==> src/rtl/vader_pkg.sv <==
// Shared constants and state encoding for the dictionary loader and the cracking memory map.
package vader_pkg;
  localparam int DICT_START = 3;
  localparam int DICT_SIZE  = 4;
  localparam int ADDR_W     = 8;
  localparam int DATA_W     = 128;

  // Header slots ahead of the dictionary entries.
  localparam int HPASS_ADDR = 0;
  localparam int KEY_ADDR   = 1;
  localparam int CHECK_ADDR = 2;

  typedef enum logic [1:0] {IDLE, PACK, WRITE, DONE} loader_state_t;
endpackage

==> src/rtl/byte_packer_128.sv <==
// Packs bytes MSB-first into a 128-bit word; the register is cleared between words,
// so a word closed early by 'last' already carries zero low bytes.
module byte_packer_128 (
  input  logic         clk,
  input  logic         reset,
  input  logic         clear,
  input  logic         accept,
  input  logic [7:0]   data,
  input  logic         last,
  output logic         word_full,
  output logic [127:0] word_out
);
  logic [3:0] idx;

  assign word_full = accept && (last || idx == 4'd15);

  always_ff @(posedge clk or posedge reset) begin
    if (reset) begin
      idx      <= '0;
      word_out <= '0;
    end else if (clear) begin
      idx      <= '0;
      word_out <= '0;
    end else if (accept) begin
      // Byte k lands at bits [127-8k -: 8], i.e. top bit index {~k, 3'b111}.
      word_out[{~idx, 3'b111} -: 8] <= data;
      idx                           <= idx + 4'd1;
    end
  end
endmodule

==> src/rtl/dict_loader.sv <==
// Streams bytes into 128-bit BRAM words at consecutive addresses from 0 (header, then dictionary).
// One WRITE cycle per word; in_ready drops during WRITE, so peak rate is 16 bytes per 17 cycles.
module dict_loader #(
  parameter int DICT_START = vader_pkg::DICT_START,
  parameter int DICT_SIZE  = vader_pkg::DICT_SIZE,
  parameter int ADDR_W     = vader_pkg::ADDR_W,
  parameter int DATA_W     = vader_pkg::DATA_W
) (
  input  logic              clk,
  input  logic              reset,
  input  logic              start,
  input  logic [7:0]        in_data,
  input  logic              in_valid,
  output logic              in_ready,
  input  logic              in_last,
  output logic              ena,
  output logic              wea,
  output logic [ADDR_W-1:0] addra,
  output logic [DATA_W-1:0] dina,
  output logic              busy,
  output logic              done,
  output logic              overflow,
  output logic [ADDR_W-1:0] word_count
);
  import vader_pkg::*;

  localparam int                CAP    = DICT_START + DICT_SIZE;
  localparam logic [ADDR_W-1:0] CAP_M1 = ADDR_W'(CAP - 1);
  localparam logic [ADDR_W-1:0] CAP_W  = ADDR_W'(CAP);

  loader_state_t state_q, state_d;
  logic          start_take;
  logic          beat;
  logic          pack_beat;
  logic          word_full;
  logic          last_seen;
  logic [127:0]  word;

  assign beat      = in_valid && in_ready;
  assign pack_beat = beat && (state_q == PACK);

  byte_packer_128 u_packer (
    .clk       (clk),
    .reset     (reset),
    .clear     (start_take || (state_q == WRITE)),
    .accept    (pack_beat),
    .data      (in_data),
    .last      (in_last),
    .word_full (word_full),
    .word_out  (word)
  );

  always_comb begin
    state_d    = state_q;
    start_take = 1'b0;
    unique case (state_q)
      IDLE, DONE: begin
        if (start) begin
          state_d    = PACK;
          start_take = 1'b1;
        end
      end
      PACK:    if (word_full) state_d = WRITE;
      WRITE:   state_d = (last_seen || word_count == CAP_M1) ? DONE : PACK;
      default: state_d = IDLE;
    endcase
  end

  // A start arriving in DONE takes priority over a beat, so the beat is refused.
  assign in_ready = (state_q == PACK) || ((state_q == DONE) && !start);
  assign ena      = (state_q == WRITE);
  assign wea      = (state_q == WRITE);
  assign busy     = (state_q == PACK) || (state_q == WRITE);
  assign done     = (state_q == DONE);
  assign dina     = word;

  always_ff @(posedge clk or posedge reset) begin
    if (reset) begin
      state_q    <= IDLE;
      addra      <= '0;
      word_count <= '0;
      overflow   <= 1'b0;
      last_seen  <= 1'b0;
    end else begin
      state_q <= state_d;
      if (start_take) begin
        addra      <= '0;
        word_count <= '0;
        overflow   <= 1'b0;
        last_seen  <= 1'b0;
      end else begin
        if (pack_beat && in_last) last_seen <= 1'b1;
        if (state_q == WRITE) begin
          if (addra != CAP_M1)     addra      <= addra + 1'b1;
          if (word_count != CAP_W) word_count <= word_count + 1'b1;
        end
        if ((state_q == DONE) && beat) overflow <= 1'b1;
      end
    end
  end
endmodule

==> config.mk <==
export PLATFORM = sky130hd
export DESIGN_NAME = dict_loader
export DESIGN_NICKNAME = d
export VERILOG_FILES = /design/src/rtl/vader_pkg.sv /design/src/rtl/byte_packer_128.sv /design/src/rtl/dict_loader.sv
export SDC_FILE = /design/constraint.sdc
export NUM_CORES = 1
export LEC_CHECK = 0
export CAP_MARGIN = 20
export CORE_ASPECT_RATIO = 0.9
export CORE_MARGIN = 2
export CORE_UTILIZATION = 40
export CTS_BUF_LIST = sky130_fd_sc_hd__clkbuf_8
export CTS_CLUSTER_SIZE = 16
export DETAILED_ROUTE_END_ITERATION = 10
export GPL_TIMING_DRIVEN = 0
export PLACE_DENSITY = 0.67
export SLEW_MARGIN = 20
export SYNTH_ARGS = -nofsm -noshare
export SYNTH_HDL_FRONTEND = slang
export SYNTH_SLANG_ARGS = --single-unit
==> constraint.sdc <==
create_clock -name clk -period 9.2 [get_ports clk]
set_input_delay 1.84 -clock clk [delete_from_list [all_inputs] [get_ports clk]]
set_output_delay 1.84 -clock clk [all_outputs]
set_load 0.02 [all_outputs]
==> flow_summary.toml, run 1 <==
[cts]
clockBufferDepth = 2
cts_root_buf = "clkbuf_8"
numCtsBuffers = 17
ctsResizeCount = 0
clock_latency_ps = 450
clk_pin_slew_worst_paths_ps = 70
cts_tree = "built"
htreeDepth = 4
cts_hold_buffers = 0
cts_setup_buffers = 0
clock_sinks = 152

[power_and_ir_drop]
vdd_drop_max_mv = 0.1347
leakagePower_uw = 0.003847
finalPower_uw = 2040
pwr_density_cell_nw_per_um2 = 226.5

[yosys]
synth_area_um2 = 6696
ys_seq_area_share_pct = 56.80
ys_ff_latch = 152
synth_cell_type_count = 53
synth_top_area_share_pct = 56.80
yosys-top-cells-count = "152 x dfrtp_1, 67 x nor2_1, 56 x nand2_1"
synthTopCellsByArea = "dfrtp_1 57%, mux2i_1 6.1%, a32o_1 4.3%, nor2_1 3.8%, nand2_1 3.1%"
async_reset_ff_share_pct = 100.0
synthFlopType = "dfrtp_1"
synth_cells = 609
syn_nets = 635
synth_warnings = 0
postSynthAreaPerCell_um2 = 11.00
synthMostInstantiatedCell = "dfrtp_1"
synth_edf_count = 0
yosysTopAreaCell = "dfrtp_1"

[floorplanning]
dieArea_um2 = 17790
fp.dieH_um = 126.7
num_rows = 44
start_util_pct = 41.23
core_um2 = 16240
io_pins = 163
fp.dieW_um = 140.4

[placed_design]
placed_area_um2 = 8582
portBuffers = 159
place_ws_ps = 4202
dp_hpwl_um = 13360
gp_congestion = 0.8317

[global_route]
track_usage_pct = 21.76
antenna_found_initial = 0
grt_max_degree = 95
gr-total-overflow = 0
grt_pass1_vias = 5609
grt_pass1_wl_um = 30150

[sta]
setup_viol = 0
fin_ws_ps = 4185
timing.final.hold_violations = 0
post-route-period-util_pct = 54.52
rsz0062_at_grt = "no"
worstMarginPinSlew_ps = 923.6
fmax_mhz = 199.4
slew_viol_final = 0
finClkSkew_ps = 7.922
fin_setup_tns_ps = 0
relSlewSlack_pct = 38.42
fin_crit_ps = 5015

[route]
ant_nets = 0
drcViolationCount = 0
num_vias = 5470
wl_per_cell_um = 18.91
drt-total-wl_um = 19060
via_per_inst = 5.427
first_iter_violations = 352
drtPass1Iterations = 5

[setup_path]
endpoint_kind = "output pin"
start_kind = "input pin"
reg2regPathDepth = 8
critPathKind = "in2out"
reg2reg_slack_ps = 6980
critPathMaxFanout = 4
rr_endpoint = "u_packer.word_out[59]"
arrival_ps = 3180
cp.required_ps = 7360
r2r-start = "state_q[0]"

[flow_run]
maxCapViolCount = 0

[min_path]
min_to = "u_packer.word_out[31]"
min_from = "u_packer.word_out[31]"
holdPathStages = 2
hold_class = "reg2reg"

[cells_and_area]
diodes = 0
drive_gt1_share_pct = 9.488
layout.nets = 814
final_cell_area_um2 = 9007
areaGrowthSynthToFinish_pct = 34.51

[run_status]
status = "finished, final reports clean"
[layout by cell type (no fill, tap or decap), types with 4 or more instances in the layout]
master / netlist / layout
xnor2_1: 7 / 7
nor2_4: 4 / 4
nand4_1: 6 / 6
buf_6: 4 / 4
clkdlybuf4s50_1: 0 / 159
xor2_1: 4 / 4
and3_1: 7 / 7
o21ai_0: 14 / 14
clkbuf_1: 11 / 11
and2_1: 11 / 11
a31oi_2: 4 / 4
inv_1: 12 / 12
nor3_1: 4 / 4
o22ai_1: 12 / 12
ha_1: 13 / 13
mux2i_1: 41 / 41
nor2_1: 67 / 67
nand2_1: 56 / 56
dfrtp_1: 152 / 152
nand3_1: 38 / 38
buf_2: 18 / 18
clkbuf_8: 0 / 20
a21oi_1: 27 / 27
a22o_1: 15 / 15
a32o_1: 29 / 29
buf_1: 7 / 7
o21ai_1: 7 / 7
[worst max-delay path by stage]
stage	startpoint	endpoint	slack, ps	cells past startpoint
3_5_place_dp	start	in_ready	4200	4
5_1_grt	start	in_ready	4150	4
3_3_place_gp	reset	u_packer.word_out[72]	1420	2
2_1_floorplan	reset	addra[0]	3270	1
4_1_cts	start	in_ready	4200	4
6_report	start	in_ready	4180	4
[sequential cells by signal (all words and copies together) (netlist names)]
signal	count
u_packer.word_out	128
addra	8
word_count	8
u_packer.idx	4
state_q	2
last_seen	1
overflow	1
[worst max-delay path, stage by stage]
cell and delay (ps):
clkdlybuf4s50_1 540, inv_1 70, a21o_1 180, clkdlybuf4s50_1 540
[power by group]
| part | internal, uW | switching (uW) | total (uW) |
|---|---|---|---|
| clock | 289 | 255 | 544 |
| sequential | 720 | 48.9 | 769 |
| combinational | 242 | 486 | 728 |
[layout make-up]
type | instances | area [um2]
flip-flops and latches | 152 | 3804
plain buffers | 43 | 222.7
clock inverters | 12 | 150.1
multi-input cells | 402 | 2625
inverters | 12 | 52.55
repair buffers | 160 | 1619
fillers | 1406 | 7233
clock buffers | 20 | 275.3
well taps | 207 | 259.0
[metrics by stage]
| stage | cells | hold WS, ps | util, % |
|---|---|---|---|
| floorplan | 609 | 464.4 | - |
| global placement | 975 | 463.9 | 52.63 |
| detailed placement | 976 | 472.3 | 52.84 |
| CTS | 1008 | 489.5 | 55.46 |
| global route | 1008 | 518.1 | 55.46 |
| finish | 1008 | 490.1 | 55.46 |
[layer usage]
metal	wire length (um)	GRT usage [%]
met2	8574	33.68
met1	8707	29.54
met5	0	0
met3	1533	7.135
met4	248	6.120
[logic make-up (layout without fill, tap and decap cells)]
| group | after synthesis | in the layout | synth area share (%) |
|---|---|---|---|
| fa+ha+maj | 13 | 13 | 2.429 |
| buf+inv | 55 | 247 | 3.998 |
| mux | 41 | 41 | 6.128 |
| compound gates | 124 | 124 | 13.83 |
| flops | 152 | 152 | 56.80 |
| simple gates | 213 | 213 | 15.38 |
| xor+xnor | 11 | 11 | 1.439 |
(Power assumes the default switching activity.)
==> run 2: changes to the inputs <==
Settings changed: PLACE_DENSITY 0.67 to 0.69.
Clock period 9.2 ns to 4.45 ns, I/O delays scaled along.
==> run 2 against run 1 <==
- sequential power grew 110%
- clock-buffer cell count shrank 1
- core utilization is essentially flat
- critical path type unchanged
- power grew 100%
- critical path depth is the same
- final cell count is essentially flat
- clock skew grew 3.8 ps
- first-iteration DRC count shrank 4.5%
==> flow_summary.toml, run 2 (same netlist as run 1, synthesis figures left out) <==
[setup_path]
endpoint_kind = "output pin"
cpMostUsedCell = "clkdlybuf4s50_1"
critPathKind = "in2out"
cp_cell_sequence = "clkdlybuf4s50_1, inv_1, a21o_1, clkdlybuf4s50_1"
slowest_stage = "clkdlybuf4s50_1"
critPathMaxFanout = 4
r2r-start = "state_q[0]"
cp-startpoint = "start"
start_kind = "input pin"
cp.required_ps = 3560
arrival_ps = 2200
critPathMaxStageDelay_ps = 540

[sta]
setup_viol = 0
relSlewSlack_pct = 40.08
finClkSkew_ps = 11.73
timing.final.hold_violations = 0
fin_setup_tns_ps = 0
slew_viol_final = 0
fin_crit_ps = 3085
worstMarginPinSlew_ps = 898.8
rsz0062_at_grt = "no"
fmax_mhz = 324.1
post-route-period-util_pct = 69.33

[cells_and_area]
areaGrowthSynthToFinish_pct = 34.42
largest_register = "u_packer.word_out"
layout_common_cells = "159 x clkdlybuf4s50_1, 152 x dfrtp_1, 67 x nor2_1, 56 x nand2_1, 41 x mux2i_1"
diodes = 0
largest_reg_flops = 128
top_regs = "u_packer.word_out x128, addra x8, word_count x8"
layout.nets = 817
final_common_cell = "clkdlybuf4s50_1"
n_fill_cell = 1376
drive_gt1_share_pct = 9.476
fin_cells = 1009

[min_path]
min_from = "u_packer.word_out[109]"
hold_class = "reg2reg"

[flow_run]
maxCapViolCount = 0

[global_route]
antenna_found_initial = 0
track_usage_pct = 22.06
gr-total-overflow = 0
grt_max_degree = 37
grt_pass1_wl_um = 30310
grt_pass1_vias = 5478

[power_and_ir_drop]
leakagePower_uw = 0.003849
vdd_drop_max_mv = 0.2188
finalPower_uw = 4117
pwr_density_cell_nw_per_um2 = 457.4

[placed_design]
gp_congestion = 0.8364
dp_hpwl_um = 13840
placed_cells = 979
portBuffers = 159

[floorplanning]
io_pins = 163
dieArea_um2 = 17790
fp.dieW_um = 140.4
fp.dieH_um = 126.7
core_um2 = 16240
start_util_pct = 41.23
num_rows = 44

[cts]
cts_tree = "built"
clockBufferDepth = 2
numCtsBuffers = 17
htreeDepth = 4
cts_root_buf = "clkbuf_8"
ctsResizeCount = 0
clock_sinks = 152
cts_hold_buffers = 0
clock_latency_ps = 450
clk_pin_slew_worst_paths_ps = 80
cts_setup_buffers = 0

[route]
via_per_inst = 5.512
first_iter_violations = 336
num_vias = 5562
ant_nets = 0
drt-total-wl_um = 19160
wl_per_cell_um = 18.99
drcViolationCount = 0
drtPass1Iterations = 4

[run_status]
status = "finished, final reports clean"
## run 2: cell types whose count changed in the layout (fill, tap and decap cells not counted), sizes merged
cell | before | now
buf | 32 | 35
bufinv | 3 | 2
clkbuf | 32 | 31
## run 2: metrics by stage
step / hold slack, ps / instance area (um2) / util [%] / setup slack (ps)
3_3_place_gp: 464.8 / 8551 / 52.65 / 478.2
2_1_floorplan: 464.4 / 6700 / - / 1643
4_1_cts: 499.9 / 9001 / 55.42 / 1364
3_5_place_dp: 481.6 / 8631 / 53.14 / 1364
6_report: 494.1 / 9001 / 55.42 / 1365
5_1_grt: 518.9 / 9001 / 55.42 / 1328
## run 2: final timing paths
path	to	slack, ps	cells past startpoint
max	in_ready	1360	4
min	u_packer.word_out[109]	490	1
max reg2reg	u_packer.word_out[36]	2150	7
min reg2reg	u_packer.word_out[109]	490	1
max in group asynchronous	u_packer.word_out[97]	2540	5
min in group asynchronous	u_packer.word_out[58]	890	2
## run 2: per-layer routing
layer  share of wire [%]  global-route usage, %  wire (um)  vias to the layer above
li1                    -                      -          -                     2534
met1                  44                  30.00       8487                     2787
met2                  46                  33.51       8720                      215
met3                 8.2                  6.682       1566                       26
met4                 2.0                  8.259        389                        0
met5                   0                      0          0                        -
## run 2: power breakdown
group / switching, uW / internal, uW / total [uW]
clock: 494 / 513 / 1010
sequential: 106 / 1490 / 1590
combinational: 1010 / 504 / 1520
total: 1610 / 2500 / 4120
## run 2: final cells by class
class | count | area, um2 | share of cell area (%)
clock buffer | 19 | 261.5 | 2.905
timing repair buffer | 163 | 1672 | 18.57
inverter | 12 | 48.80 | 0.5421
sequential | 152 | 3804 | 42.26
buffer | 43 | 222.7 | 2.474
tap | 207 | 259.0 | 2.877
multi-input combinational | 402 | 2625 | 29.16
clock inverter | 11 | 108.9 | 1.209
## run 2: worst max-delay path, delay by kind of cell
family	cells	cell delay, ps
AO/OA/AOI/OAI	1	170
buffers and inverters	3	1140
